===== src/rtl/bcd_pkg.sv =====
// Shared types and digit helpers for the digit-serial BCD add/subtract datapath.
package bcd_pkg;

  typedef enum logic [1:0] {
    IDLE,
    RUN,
    DONE
  } state_t;

  localparam logic [3:0] BCD_MAX = 4'd9;
  localparam logic [3:0] BCD_ADJ = 4'd6;

  function automatic logic [3:0] nines_comp(input logic [3:0] digit);
    return BCD_MAX - digit;
  endfunction

  function automatic logic digit_invalid(input logic [3:0] digit);
    return digit > BCD_MAX;
  endfunction

endpackage


===== src/rtl/bcd_digit_add.sv =====
// One-digit BCD add cell: binary sum with +6 decimal adjust above nine.
module bcd_digit_add
  import bcd_pkg::*;
(
  input  logic [3:0] a_d,
  input  logic [3:0] b_d,
  input  logic       ci,
  output logic [3:0] s_d,
  output logic       co
);

  logic [4:0] s;

  always_comb begin
    s   = {1'b0, a_d} + {1'b0, b_d} + {4'b0000, ci};
    s_d = s[3:0];
    co  = 1'b0;
    if (s > {1'b0, BCD_MAX}) begin
      s_d = s[3:0] + BCD_ADJ;
      co  = 1'b1;
    end
  end

endmodule


===== src/rtl/bcd_serial_addsub.sv =====
// Digit-serial packed-BCD adder/subtractor, LSD first, one shared digit cell,
// valid/ready on both operand and result sides.
module bcd_serial_addsub
  import bcd_pkg::*;
#(
  parameter int NDIG = 4
) (
  input  logic              clk,
  input  logic              rst_n,
  input  logic              in_valid,
  output logic              in_ready,
  input  logic [4*NDIG-1:0] a,
  input  logic [4*NDIG-1:0] b,
  input  logic              cin,
  input  logic              sub,
  output logic              out_valid,
  input  logic              out_ready,
  output logic [4*NDIG-1:0] sum,
  output logic              cout,
  output logic              err
);

  localparam int CW = $clog2(NDIG + 1);

  state_t            state, state_nx;
  logic [CW-1:0]     cnt;
  logic [4*NDIG-1:0] opa, opb;
  logic              sub_r, carry;
  logic [3:0]        a_d, b_raw, b_d, s_d;
  logic              co, in_bad, last;

  bcd_digit_add u_cell (
    .a_d (a_d),
    .b_d (b_d),
    .ci  (carry),
    .s_d (s_d),
    .co  (co)
  );

  // Subtraction runs as A + 9's-complement(B) + ~borrow; the final carry is then "no borrow".
  always_comb begin
    in_bad = 1'b0;
    a_d    = '0;
    b_raw  = '0;
    for (int unsigned i = 0; i < NDIG; i++) begin
      in_bad = in_bad | digit_invalid(a[4*i +: 4]) | digit_invalid(b[4*i +: 4]);
      if (cnt == CW'(i)) begin
        a_d   = opa[4*i +: 4];
        b_raw = opb[4*i +: 4];
      end
    end
    b_d  = sub_r ? nines_comp(b_raw) : b_raw;
    last = (cnt == CW'(NDIG - 1));
  end

  always_comb begin
    state_nx = state;
    case (state)
      IDLE:    if (in_valid) state_nx = RUN;
      RUN:     if (last) state_nx = DONE;
      DONE:    if (out_ready) state_nx = IDLE;
      default: state_nx = IDLE;
    endcase
  end

  assign in_ready  = (state == IDLE);
  assign out_valid = (state == DONE);

  always_ff @(posedge clk or negedge rst_n) begin
    if (!rst_n) begin
      state <= IDLE;
      cnt   <= '0;
      opa   <= '0;
      opb   <= '0;
      sub_r <= 1'b0;
      carry <= 1'b0;
      sum   <= '0;
      cout  <= 1'b0;
      err   <= 1'b0;
    end else begin
      state <= state_nx;
      case (state)
        IDLE: begin
          if (in_valid) begin
            opa   <= a;
            opb   <= b;
            sub_r <= sub;
            carry <= sub ? ~cin : cin;
            err   <= in_bad;
            cnt   <= '0;
          end
        end
        RUN: begin
          for (int unsigned i = 0; i < NDIG; i++) begin
            if (cnt == CW'(i)) sum[4*i +: 4] <= s_d;
          end
          carry <= co;
          cnt   <= cnt + CW'(1);
          // Last digit: the later clear overrides the digit write when err is set.
          if (last) begin
            cout <= co & ~err;
            if (err) sum <= '0;
          end
        end
        default: ;
      endcase
    end
  end

endmodule

===== config.mk =====
export PLATFORM = sky130hd
export DESIGN_NAME = bcd_serial_addsub
export DESIGN_NICKNAME = d
export VERILOG_FILES = /design/src/rtl/bcd_pkg.sv /design/src/rtl/bcd_digit_add.sv /design/src/rtl/bcd_serial_addsub.sv
export SDC_FILE = /design/constraint.sdc
export NUM_CORES = 1
export LEC_CHECK = 0
export BUFFER_PORTS_ARGS = -buffer_cell sky130_fd_sc_hd__buf_2
export CORE_ASPECT_RATIO = 2
export CORE_MARGIN = 4
export CORE_UTILIZATION = 35
export DETAILED_ROUTE_END_ITERATION = 10
export PLACE_DENSITY = 0.63
export SYNTH_ARGS = -nofsm -noshare
export SYNTH_HDL_FRONTEND = slang
export SYNTH_SLANG_ARGS = --single-unit

===== constraint.sdc =====
create_clock -name clk -period 4.8 [get_ports clk]
set_input_delay 0.72 -clock clk [delete_from_list [all_inputs] [get_ports clk]]
set_output_delay 0.72 -clock clk [all_outputs]
set_load 0.05 [all_outputs]

Yosys cells after proc, flatten, opt, wreduce, memory -nomap -nowiden
Index checks and enable logic that the tools add are counted.
{"block": "totals", "mem_bits_rw": 0, "word_cells": 74, "memories": 0, "mem_bits_ro": 0, "latch_bits": 0, "input_bits": 38, "output_inout_bits": 20, "reg_bits": 57}
{"block": "classes", "addsub": 5, "n_bitwise": 10, "multipliers": 0, "magnitude_cmp": 9, "div_mod_pow": 0, "n_reduce_logical": 7, "n_eq_ne": 8, "n_mux": 26, "shift": 0}
{"op": "$mux 4", "count": 14}
{"op": "$gt 4x4->1 const B", "count": 8}
{"op": "$mux 16", "count": 2}
{"op": "$or 1x1->1", "count": 7}
{"op": "$eq 3x2->1 const B", "count": 2}
{"op": "$mux 2", "count": 3}
{"op": "$pmux 2 s3", "count": 1}
{"op": "$pmux 3 s2", "count": 1}
{"op": "$reduce_and 2->1", "count": 3}
{"op": "$add 4x4->5", "count": 1}
{"op": "$add 5x1->5", "count": 1}
{"op": "$gt 5x4->1 const B", "count": 1}
{"op": "$add 4x3->4 const B", "count": 1}
{"op": "$ne 2x2->1 const B", "count": 2}
{"op": "$sub 4x4->4 const A", "count": 1}
{"op": "$add 3x1->3 const B", "count": 1}
{"op": "$eq 3x1->1 const B", "count": 1}
{"op": "$logic_not 3->1", "count": 1}
{"op": "$mux 1", "count": 3}
{"op": "$mux 3", "count": 1}
{"op": "$reduce_and 3->1", "count": 1}
{"op": "$eq 2x1->1 const B", "count": 1}
{"op": "$eq 2x2->1 const B", "count": 1}
{"op": "$logic_not 2->1", "count": 1}
{"op": "other kinds (5)", "count": 6}

Depth between registers and ports, before layout
Gate-level depths: netlist of the first run.
{"block": "logic_depth", "word_depth": 14, "ltp_mapped": 18, "depth_no_buf": 17}

By module
Synthesis of the first run repeated with hierarchy kept, for this count alone.
{"block": "unflattened", "cells_unflattened": 330, "area_unflattened_um2": 2969.1}
{"module": "bcd_serial_addsub", "seq_area_each_um2": 1426.4, "area_each_um2": 2757.6, "cells_per_inst": 308, "instances": 1}
{"module": "bcd_digit_add", "seq_area_each_um2": 0.0, "area_each_um2": 211.5, "cells_per_inst": 22, "instances": 1}

Worst setup path after synthesis of the first run
No wires, ideal clock.
{"block": "synth_path", "path_kind": "reg2reg", "startpoint": "register cnt[0]", "endpoint": "register sum[10]", "stages_incl_launch_ff": 18, "setup_time_ns": 0.121, "arrival_time_ns": 3.468, "synth_period_minus_slack_ns": 3.589, "required_ns": 4.679, "path_buffers": 1, "setup_slack_ns": 1.211, "path_cell_list": "dfrtp_1 inv_1 ha_1 clkbuf_1 and3b_1 a21oi_1 o21ai_0 a22oi_1 xor2_1 fa_1 inv_1 fa_1 inv_1 ha_1 a22o_1 o31a_4 mux2i_2 a22o_1"}
{"block": "synth_via", "elab_chain_cells": 14, "word_cells_on_any_way": 22, "classes_between": "4 x add/sub; 1 x order compare; 3 x eq/ne; 13 x mux; 1 x reduce/logical"}
{"element": "start: declaration", "line_no": "bcd_serial_addsub.sv:26", "source": "logic [CW-1:0] cnt;"}
{"element": "start signal: assignment", "line_no": "bcd_serial_addsub.sv:98", "source": "cnt <= cnt + CW'(1);"}
{"element": "$logic_not 3->1", "line_no": "bcd_serial_addsub.sv:47", "source": "if (cnt == CW'(i)) begin"}
{"element": "$mux 4 (4 in a row)", "line_no": "bcd_serial_addsub.sv:47"}
{"element": "$sub 4x4->4", "line_no": "bcd_pkg.sv:14", "source": "return BCD_MAX - digit;"}
{"element": "$mux 4", "line_no": "bcd_serial_addsub.sv:52", "source": "b_d = sub_r ? nines_comp(b_raw) : b_raw;"}
{"element": "$add 4x4->5", "line_no": "bcd_digit_add.sv:15", "source": "s = {1'b0, a_d} + {1'b0, b_d} + {4'b0000, ci};"}
{"element": "$add 5x1->5", "line_no": "bcd_digit_add.sv:15"}
{"element": "$add 4x3->4 or $gt 5x4->1 (tied branches)", "line_no": "bcd_digit_add.sv:19, bcd_digit_add.sv:18"}
{"element": "$mux 4", "line_no": "bcd_digit_add.sv:18", "source": "if (s > {1'b0, BCD_MAX}) begin"}
{"element": "$mux 4", "line_no": "bcd_serial_addsub.sv:95", "source": "if (cnt == CW'(i)) sum[4*i +: 4] <= s_d;"}
{"element": "$mux 16", "line_no": "bcd_serial_addsub.sv:102", "source": "if (err) sum <= '0;"}
{"element": "$mux 16 (*)", "line_no": "bcd_serial_addsub.sv:100", "source": "if (last) begin"}
{"element": "end signal: assignment", "line_no": "bcd_serial_addsub.sv:77", "source": "sum <= '0;"}
{"element": "end signal: indexed assignment", "line_no": "bcd_serial_addsub.sv:95"}
{"element": "end signal: assignment", "line_no": "bcd_serial_addsub.sv:102"}
{"element": "end: declaration", "line_no": "bcd_serial_addsub.sv:18", "source": "output logic [4*NDIG-1:0] sum,"}
Mark *: on every way between the ends. The rest lies on a longest branch, timed or not.
A chain may end at the register's enable or synchronous reset.

Worst setup path after layout of the first run
Ends and elaborated chain as after synthesis.

==> results of run 1 <==
## layout by cell type (no fill, tap or decap), types with 4 or more instances in the layout
cell	Yosys	layout
nand2_1	128	128
dfrtp_1	57	57
buf_2	0	57
o21ai_0	25	25
a22o_1	15	15
a21oi_1	10	10
ha_1	10	10
nor2_1	9	9
clkbuf_16	0	9
inv_1	8	8
a22oi_1	5	5
and3b_1	4	4
nor2b_1	4	4
nand3_1	4	4
and2_1	4	4
o31ai_1	4	4
clkbuf_8	0	4
## tightest hold or removal path: stages, from the launching register on
cell and delay (ns):
dfrtp_1 0.33, nand2_1 0.05, nand2_1 0.05
## metrics by stage
| step | hold slack, ns | setup slack, ns | instances | cell area (um^2) | util, % |
|---|---|---|---|---|---|
| 2_1_floorplan | 0.424 | 1.21 | 330 | 2890 | - |
| 3_3_place_gp | 0.462 | 0.881 | 471 | 3260 | 40.7 |
| 3_5_place_dp | 0.465 | 0.709 | 471 | 3260 | 40.7 |
| 4_1_cts | 0.477 | 0.676 | 487 | 3550 | 44.4 |
| 5_1_grt | 0.500 | 0.418 | 487 | 3550 | 44.4 |
| 6_report | 0.472 | 0.675 | 487 | 3550 | 44.4 |
## sequential cells by signal, indices dropped and copies added (netlist names)
signal  count
cnt         3
cout        1
opa        16
err         1
opb        16
carry       1
sub_r       1
sum        16
state       2
## routing by layer
| layer | wire (um) | track usage (%) | up-vias |
|---|---|---|---|
| met5 | 0 | 0 | - |
| met4 | 229 | 8.58 | 0 |
| met3 | 287 | 4.00 | 17 |
| met2 | 4240 | 31.6 | 61 |
| met1 | 2730 | 16.5 | 1168 |
| li1 | - | - | 1218 |
## path summary, 6_finish.rpt
kind	from	to	slack, ns	cells past startpoint
max	cnt[0]	sum[10]	0.68	14
min	opb[9]	opb[9]	0.47	2
max reg2reg	cnt[0]	sum[10]	0.68	14
min reg2reg	opb[9]	opb[9]	0.47	2
max in group asynchronous	rst_n	sum[0]	3.76	2
min in group asynchronous	rst_n	sum[3]	0.52	2
## cells by family (layout without fill, tap and decap cells)
group	after synthesis	count (layout)	synth area share, %
buf+inv	23	84	2.99
compound gates	68	68	15.5
simple gates	163	163	23.8
xor+xnor	5	5	1.78
mux	2	2	0.823
flops	57	57	49.4
fa+ha+maj	12	12	5.72
## layout make-up
class | count | area, um^2
Multi-Input combinational cell | 250 | 1380
Fill cell | 821 | 4450
Clock inverter | 2 | 10.0
Timing Repair Buffer | 60 | 308
Sequential cell | 57 | 1430
Inverter | 8 | 30.0
Tap cell | 96 | 120
Clock buffer | 14 | 284
==> results.md, run 1 <==
* Status: completed
* CP Launch Type: flop
* Cells after synthesis at 330
* Num rows at 46
* Area leader, netlist: dfrtp_1
* Crit path largest cell delay at approximately 0.52 ns
* Area of the mapped netlist at 0.00289 mm^2
* Core ar. at roughly 0.0080 mm^2
* Slowest CP cell: nor2_1
* Die area at 0.00986 mm^2
* Via count at 2,464
* Pin count of the biggest net entering global routing at 58
* Number of global-route vias before repair at 2,630
* Clock root cell: clkbuf_16
* Antenna Cells at 0
* Clock sinks at between 50 and 60
* DR pass1 iterations at 5
* Die width at 72.2 um
* Relative slew margins at 49.5%
* Clk slew on worst S/H paths at 0.05 ns
* Clk buf depth at 2
* Setup TNS at 0 ns
* Remaining antenna violation count at 0
* Synth top cells by count: 128 x nand2_1, 57 x dfrtp_1, 25 x o21ai_0
* Setup bufs post-CTS at 0
* Port bufs at 57
* Hold violation total from the final report at 0
* Min Tclk post-route at ~4.1 ns
* Synth Flop Type: dfrtp_1
* Ys async rst share at 100%
* Arrival time worst endpoint at 4.33 ns
* RSZ-0062 raised after global routing: false
* Top-count cell post-synth: nand2_1
* Layout Nets at 436
* Warnings from Yosys at 0
* Via/cell ratio at 5.06
* Routed len/inst at 15.4 um
* Global-route wire length before repair at 12,400 um
* PostCTS Resize Cnt at 0
* Routed WL at between 7000 and 8000 um
* Layout area overhead at 23.1%
* 1st-iter DRT viols at ~110
* Slew Viols, Final at 0
* CTS tree: built
* Worst Path Buf+Inv at 1
* Final Skew at 0.00280 ns
* # IOs at 58
* Max cap viols at 0
* Crit-path cells: ha_1 > ha_1 > nor2_1 > a22oi_1 > xor2_1 > fa_1 > inv_1 > fa_1 > xnor2_1 > ha_1 > a22o_1 > o31a_4 > mux2i_2 > a22o_1
* Distinct cell type count after synthesis at 33
* CP top delay family: adder cells
* Grt ovf at 0
* Critical path type: flop to flop
* Final setup viols at 0
* Crit share post-route at 85.9%
* Max Freq at approximately 240 MHz
* Avg Cell Area, Syn at ~9 um^2
* Overall Global Routing Usage at 16.8%
* Initial core utilization at 36.1%
* Most used cell, CP: ha_1
* Top cells by area, synth: dfrtp_1 49%, nand2_1 17%, a22o_1 4.5%
* Routability congestion estimate at between 0.7 and 0.8
* CP endpoint kind: flop
* Post-DP HPWL at 5720 um
* Die Ht at 136 um
* Number of buffers created by CTS at 9
* Worst slew pin tran at 0.756 ns
* CTS Hold Bufs at 0
* Htree depth at 3
* Synthesis-stage register bit count at between 50 and 60
* Top cell type's share of synthesized area at 49.4%
* Skew-Pair Late Insertion Delay at 0.33 ns
* Number of flops mapped to enable cells by yosys at 0
* Drc violations at 0
* Register area share after synthesis at just under 50%
* Hold Crit Class: flop to flop
* Layout cell share with drive strength beyond 1 at between 20% and 30%
* Post-Syn Nets at 380
* Worst Path Required at 5.01 ns
* Initial antenna violation count at 0
* Worst Path Max Fanout at 14
Power of run 1 is left out: the tool's default activity adds up to more than one toggle a clock period on the data nets, which glitch-free logic cannot reach.
==> run 2: changes to the inputs <==
Clock period 4.8 ns to 5.2 ns, I/O delays scaled along.
==> run 2 against run 1 <==
Core utilization unchanged. Critical endpoint is now sum[3]. Clock-buffer cell count unchanged. First-iteration DRC count decreased by 3.5%. Setup slack improved by 0.39 ns. Global-route usage decreased by 0.058 points. Maximum frequency decreased by 0.32%. Non-clock buffer count unchanged. Largest cell class unchanged. Clock skew increased by 0.0055 ns. Via count decreased by 1.2%. Sequential cell count unchanged.
==> results.md, run 2 (same netlist as run 1, synthesis figures left out) <==
* CP Launch Type: flop
* Most frequent cells in the layout: 128 x nand2_1, 57 x dfrtp_1, 57 x buf_2, 25 x o21ai_0, 15 x a22o_1
* Routed len/inst at 15.1 um (-1.7%)
* Routed WL at 7360 um (-1.7%)
* Antenna Cells at 0 (unchanged)
* Worst slew pin tran at 0.718 ns (-0.0383 ns)
* Slew Viols, Final at 0 (unchanged)
* Reg-to-reg startpoint: cnt[0]
* Worst Hold Launch: sum[12]
* Worst Path Max Fanout at 14 (unchanged)
* Clock sinks at 57 (unchanged)
* Min Tclk post-route at 4.14 ns (+0.0133 ns)
* Biggest regs: opa: 16 flops, opb: 16 flops, sum: 16 flops
* Final setup viols at 0 (unchanged)
* Layout cell share with drive strength beyond 1 at 20.5% (unchanged)
* Clk slew on worst S/H paths at 0.05 ns (about the same)
* Via count at 2,435 (-1.2%)
* Routability congestion estimate at 0.818 (+3.3%)
* Setup TNS at 0 ns (unchanged)
* Pin count of the biggest net entering global routing at 58 (unchanged)
* Status: completed
* CP endpoint kind: flop
* Critical path type: flop to flop
* Die Ht at 136 um (unchanged)
* Post-DP HPWL at 5620 um (-1.7%)
* DR pass1 iterations at 4 (-1)
* Via/cell ratio at 5.00 (-1.2%)
* Initial antenna violation count at 0 (unchanged)
* Initial core utilization at 36.1% (unchanged)
* Clock root cell: clkbuf_16
* Worst Path Required at 5.40 ns (+0.39 ns)
* PostCTS Resize Cnt at 0 (unchanged)
* Die width at 72.2 um (unchanged)
* Num rows at 46 (unchanged)
* Max cap viols at 0 (unchanged)
* Grt ovf at 0 (unchanged)
* # IOs at 58 (unchanged)
* Arrival time worst endpoint at 4.34 ns (about the same)
* CP startpoint: cnt[0]
* Hold violation total from the final report at 0 (unchanged)
* Remaining antenna violation count at 0 (unchanged)
* RSZ-0062 raised after global routing: false
* Number of buffers created by CTS at 9 (unchanged)
* Clk buf depth at 2 (unchanged)
* Drc violations at 0 (unchanged)
* Setup bufs post-CTS at 0 (unchanged)
* CTS Hold Bufs at 0 (unchanged)
* Layout Nets at 436 (unchanged)
* Crit share post-route at 79.6% (-6.4 points)
* Final Skew at 0.00834 ns (+0.00555 ns)
* R2r setup slk at 1.06 ns (+0.39 ns)
* Most common cell after layout, fill and taps aside: nand2_1
* 1st-iter DRT viols at 110 (-3.5%)
* Number of global-route vias before repair at 2,566 (-2.4%)
* Layout area overhead at 23.1% (unchanged)
* Core ar. at 0.00800 mm^2 (unchanged)
* Skew-Pair Late Insertion Delay at 0.32 ns (about the same)
* Overall Global Routing Usage at 16.8% (-0.058 points)
* Hold Crit Class: flop to flop
* CTS tree: built
* # fillers at 819 (-0.24%)
* Htree depth at 3 (unchanged)
* Relative slew margins at 52.2% (+2.7 points)
* Max Freq at 242 MHz (-0.32%)
* Port bufs at 57 (unchanged)
* Die area at 0.00986 mm^2 (unchanged)
* Global-route wire length before repair at 12,400 um (-0.39%)
==> run 2: layout make-up <==
class	instances	area, um^2	area share (%)
Multi-Input combinational cell	250	1380	38.7
Timing Repair Buffer	60	308	8.66
Inverter	8	30.0	0.845
Tap cell	96	120	3.38
Clock buffer	14	284	7.99
Clock inverter	2	10.0	0.282
Sequential cell	57	1430	40.1
==> run 2: worst paths after layout <==
kind / to / depth (start not counted)
worst max-delay path: sum[3] / 14
max in group asynchronous: sum[6] / 2
min in group asynchronous: sum[3] / 2
worst max register to register: sum[3] / 14
worst min register to register: sum[12] / 2
worst min-delay path: sum[12] / 2
==> run 2: per-layer routing <==
metal / GRT usage (%) / wire length [um]
met2: 31.5 / 4190
met3: 4.29 / 305
met1: 16.5 / 2640
met4: 7.95 / 215
met5: 0 / 0
==> run 2: stage by stage <==
stage                     worst slack (ns)  area (um^2)  util [%]  hold slack [ns]  std cells
after CTS                             1.05         3550      44.4            0.481        487
after detailed placement              1.08         3260      40.7            0.468        471
after global placement                1.28         3260      40.7            0.462        471
final                                 1.06         3550      44.4            0.472        487
after global routing                 0.785         3550      44.4            0.500        487
after floorplan                       1.61         2890         -            0.438        330
==> run 2: critical path, cell delays in order, from the launching register on <==
cell and delay [ns]:
dfrtp_1 0.41, ha_1 0.22, ha_1 0.35, nor2_1 0.51, a22oi_1 0.15, xor2_1 0.20
fa_1 0.21, inv_1 0.06, fa_1 0.62, inv_1 0.08, ha_1 0.21, a22o_1 0.24
a2111oi_0 0.36, nand2b_1 0.27, o21ai_1 0.11
Power of run 2 is left out for the same reason.
==> run 3: changes to the inputs <==
Settings changed: ABC_AREA set to 1.
Clock period 5.2 ns to 4.3 ns, I/O delays scaled along.
==> run 3 against run 2 <==
Core utilization is 1.3 points lower. Largest cell class is now multi-input gates. Hold slack worse by 0.14 ns. Highest routed layer unchanged. Synthesized area is 6.7% higher. Non-clock buffer count is 3 higher.
==> results.md, run 3 <==
* Initial core utilization at 35.9% (-0.21 points)
* Register Area at 0.00143 mm^2 (unchanged)
* Setup WS post-layout at 0.539 ns (-0.523 ns)
* Max Freq at 266 MHz (+10%)
* Antenna Cells at 0 (unchanged)
* Final setup viols at 0 (unchanged)
* Setup bufs post-CTS at 0 (unchanged)
* Pre-CTS setup slack at 0.558 ns (-0.518 ns)
* Drc violations at 0 (unchanged)
* Synthesis-stage register bit count at 57 (unchanged)
* Port bufs at 57 (unchanged)
* Core Util, Final at 43.1% (-1.3 points)
* Clk slew on worst S/H paths at 0.05 ns (about the same)
* # IOs at 58 (unchanged)
* Htree depth at 3 (unchanged)
* CTS Hold Bufs at 0 (unchanged)
* Pin count of the biggest net entering global routing at 34 (-41%)
* Relative slew margins at 54.2% (+2.1 points)
* Status: completed
* Hold Crit Class: primary input to async pin
* Routed WL at 8060 um (+9.6%)
* Num rows at 48 (+4.3%)
* Most frequent cells in the layout: 158 x nand2_1, 57 x dfrtp_1, 57 x buf_2, 27 x nor2_1, 27 x o21ai_0
* Avg Cell Area, Syn at 7.92 um^2 (-9.5%)
* Number of buffers created by CTS at 9 (unchanged)
* Crit-path cells: inv_1 > ha_1 > nand2_2 > inv_2 > nand2_1 > nand3_1 > o211ai_1 > and2_1 > ha_1 > nand2_1 > o21ai_0 > ha_1 > xnor2_1 > ha_1 > nand2_1 > a21boi_2 > nand2_4 > nand2_8 > nand2_4 > nand3_1 > nand2_1 > nand2_1
* Clock root cell: clkbuf_16
* Hold violation total from the final report at 0 (unchanged)
* Via count at 2,747 (+13%)
* Max cap viols at 0 (unchanged)
* Worst Path Max Fanout at 13 (-1)
* Clk buf depth at 2 (unchanged)
* Remaining antenna violation count at 0 (unchanged)
* Post-DP HPWL at 6440 um (+15%)
* Area of the mapped netlist at 0.00308 mm^2 (+6.7%)
* Die area at 0.0105 mm^2 (+6.1%)
* Critical path type: flop to flop
* CP startpoint: cnt[1]
* Cells after synthesis at 389 (+18%)
* Via/cell ratio at 4.97 (-0.65%)
* RSZ-0062 raised after global routing: false
* Ys async rst share at 100% (unchanged)
* Initial antenna violation count at 0 (unchanged)
* Reg2reg end: sum[5]
* Number of global-route vias before repair at 2,863 (+12%)
* Top cell type's share of synthesized area at 46.3% (-3.1 points)
* # fillers at 910 (+11%)
* Routed len/inst at 14.6 um (-3.5%)
* Multi-input gate area at 0.00148 mm^2 (+7.3%)
* Top-count cell post-synth: nand2_1
* CTS tree: built
* PostCTS Resize Cnt at 0 (unchanged)
* Overall Global Routing Usage at 17.2% (+0.41 points)
* Warnings from Yosys at 0 (unchanged)
* Post-Syn Nets at 439 (+16%)
* Grt ovf at 0 (unchanged)
* Layout area overhead at 20.1%
* Register area share after synthesis at 46.3% (-3.1 points)
* Number of flops mapped to enable cells by yosys at 0 (unchanged)
* Arrival time worst endpoint at 3.97 ns (-0.37 ns)
* Core ar. at 0.00859 mm^2 (+7.4%)
* Area leader, netlist: dfrtp_1
* DR pass1 iterations at 6 (+2)
* Synth top cells by count: 158 x nand2_1, 57 x dfrtp_1, 27 x nor2_1, 27 x o21ai_0, 22 x nand3_1
* Crit share post-route at 87.5% (+7.9 points)
* R2r setup slk at 0.54 ns (-0.52 ns)
* R2R cell count at 22 (+8)
* Setup TNS at 0 ns (unchanged)
* Top cells by area, synth: dfrtp_1 46%, nand2_1 19%, o21ai_0 4.4%
* Clock sinks at 57 (unchanged)
* 1st-iter DRT viols at 137 (+25%)
* Slowest CP cell: dfrtp_1
* Global-route wire length before repair at 13,400 um (+8.2%)
* Synth Flop Type: dfrtp_1
* Distinct cell type count after synthesis at 38 (+15%)
* Worst slew pin tran at 0.682 ns (-0.0357 ns)
* CP endpoint kind: flop
* Routability congestion estimate at 0.870 (+6.4%)
* CP Launch Type: flop
* Slew Viols, Final at 0 (unchanged)
* Most common cell after layout, fill and taps aside: nand2_1
* Worst setup path end: sum[5]
* Skew-Pair Late Insertion Delay at 0.32 ns (about the same)
* Final Skew at 0.00522 ns (-0.00312 ns)
* Die width at 74.4 um (+2.9%)
* Layout cell share with drive strength beyond 1 at 21.0% (+0.51 points)
* Die Ht at 141 um (+3.1%)
* Reg-to-reg startpoint: cnt[1]
* Crit path largest cell delay at 0.41 ns (-0.21 ns)
* Biggest regs: opa: 16 flops, opb: 16 flops, sum: 16 flops
* Layout Nets at 500 (+15%)
* Most used cell, CP: nand2_1
* Min Tclk post-route at 3.76 ns (-0.377 ns)
* Worst Path Required at 4.51 ns (-0.89 ns)
[run 3: critical path: cells and delay by family (launching register included)]
family | cells | cell delay, ns
fa+ha+maj | 4 | 1.07
xor+xnor | 1 | 0.30
flops | 1 | 0.41
simple gates | 12 | 1.10
buf+inv | 2 | 0.35
compound gates | 3 | 0.39
[run 3: per-layer routing]
metal	wire length [um]	track usage [%]	up-vias
met5	0	0	-
met4	473	11.3	0
met3	321	4.35	31
met2	4430	30.0	67
met1	2840	17.3	1281
li1	-	-	1368
[run 3: cell type report]
cell class,instances,area share [%]
repair buffers,63,8.93
flip-flops and latches,57,38.6
inverters,26,2.64
clock buffers,13,6.49
well taps,100,3.38
multi-input cells,293,39.9
clock inverters,1,0.135
[run 3: per-stage QoR]
| step | hold WS [ns] | area (um^2) | instances |
|---|---|---|---|
| 2_1_floorplan | 0.349 | 3080 | 389 |
| 3_3_place_gp | 0.461 | 3450 | 539 |
| 3_5_place_dp | 0.466 | 3450 | 539 |
| 4_1_cts | 0.350 | 3700 | 553 |
| 5_1_grt | 0.386 | 3700 | 553 |
| 6_report | 0.334 | 3700 | 553 |
[run 3: logic make-up after synthesis]
group	after synthesis	share of synthesized area (%)
AO/OA/AOI/OAI	54	10.4
XOR/XNOR	4	1.14
adder cells (fa/ha/maj)	12	5.36
buffers and inverters	39	5.85
flip-flops	57	46.3
AND/OR/NAND/NOR	223	31.0
[run 3: worst min path at each step]
stage	start	to	cells after the start
after detailed placement	sum[14]	sum[14]	2
after CTS	rst_n	sum[13]	1
after floorplan	rst_n	carry	0
after global placement	sum[15]	sum[15]	2
final	rst_n	opa[14]	1
after global routing	rst_n	opa[12]	1
Power of run 3 is left out for the same reason.
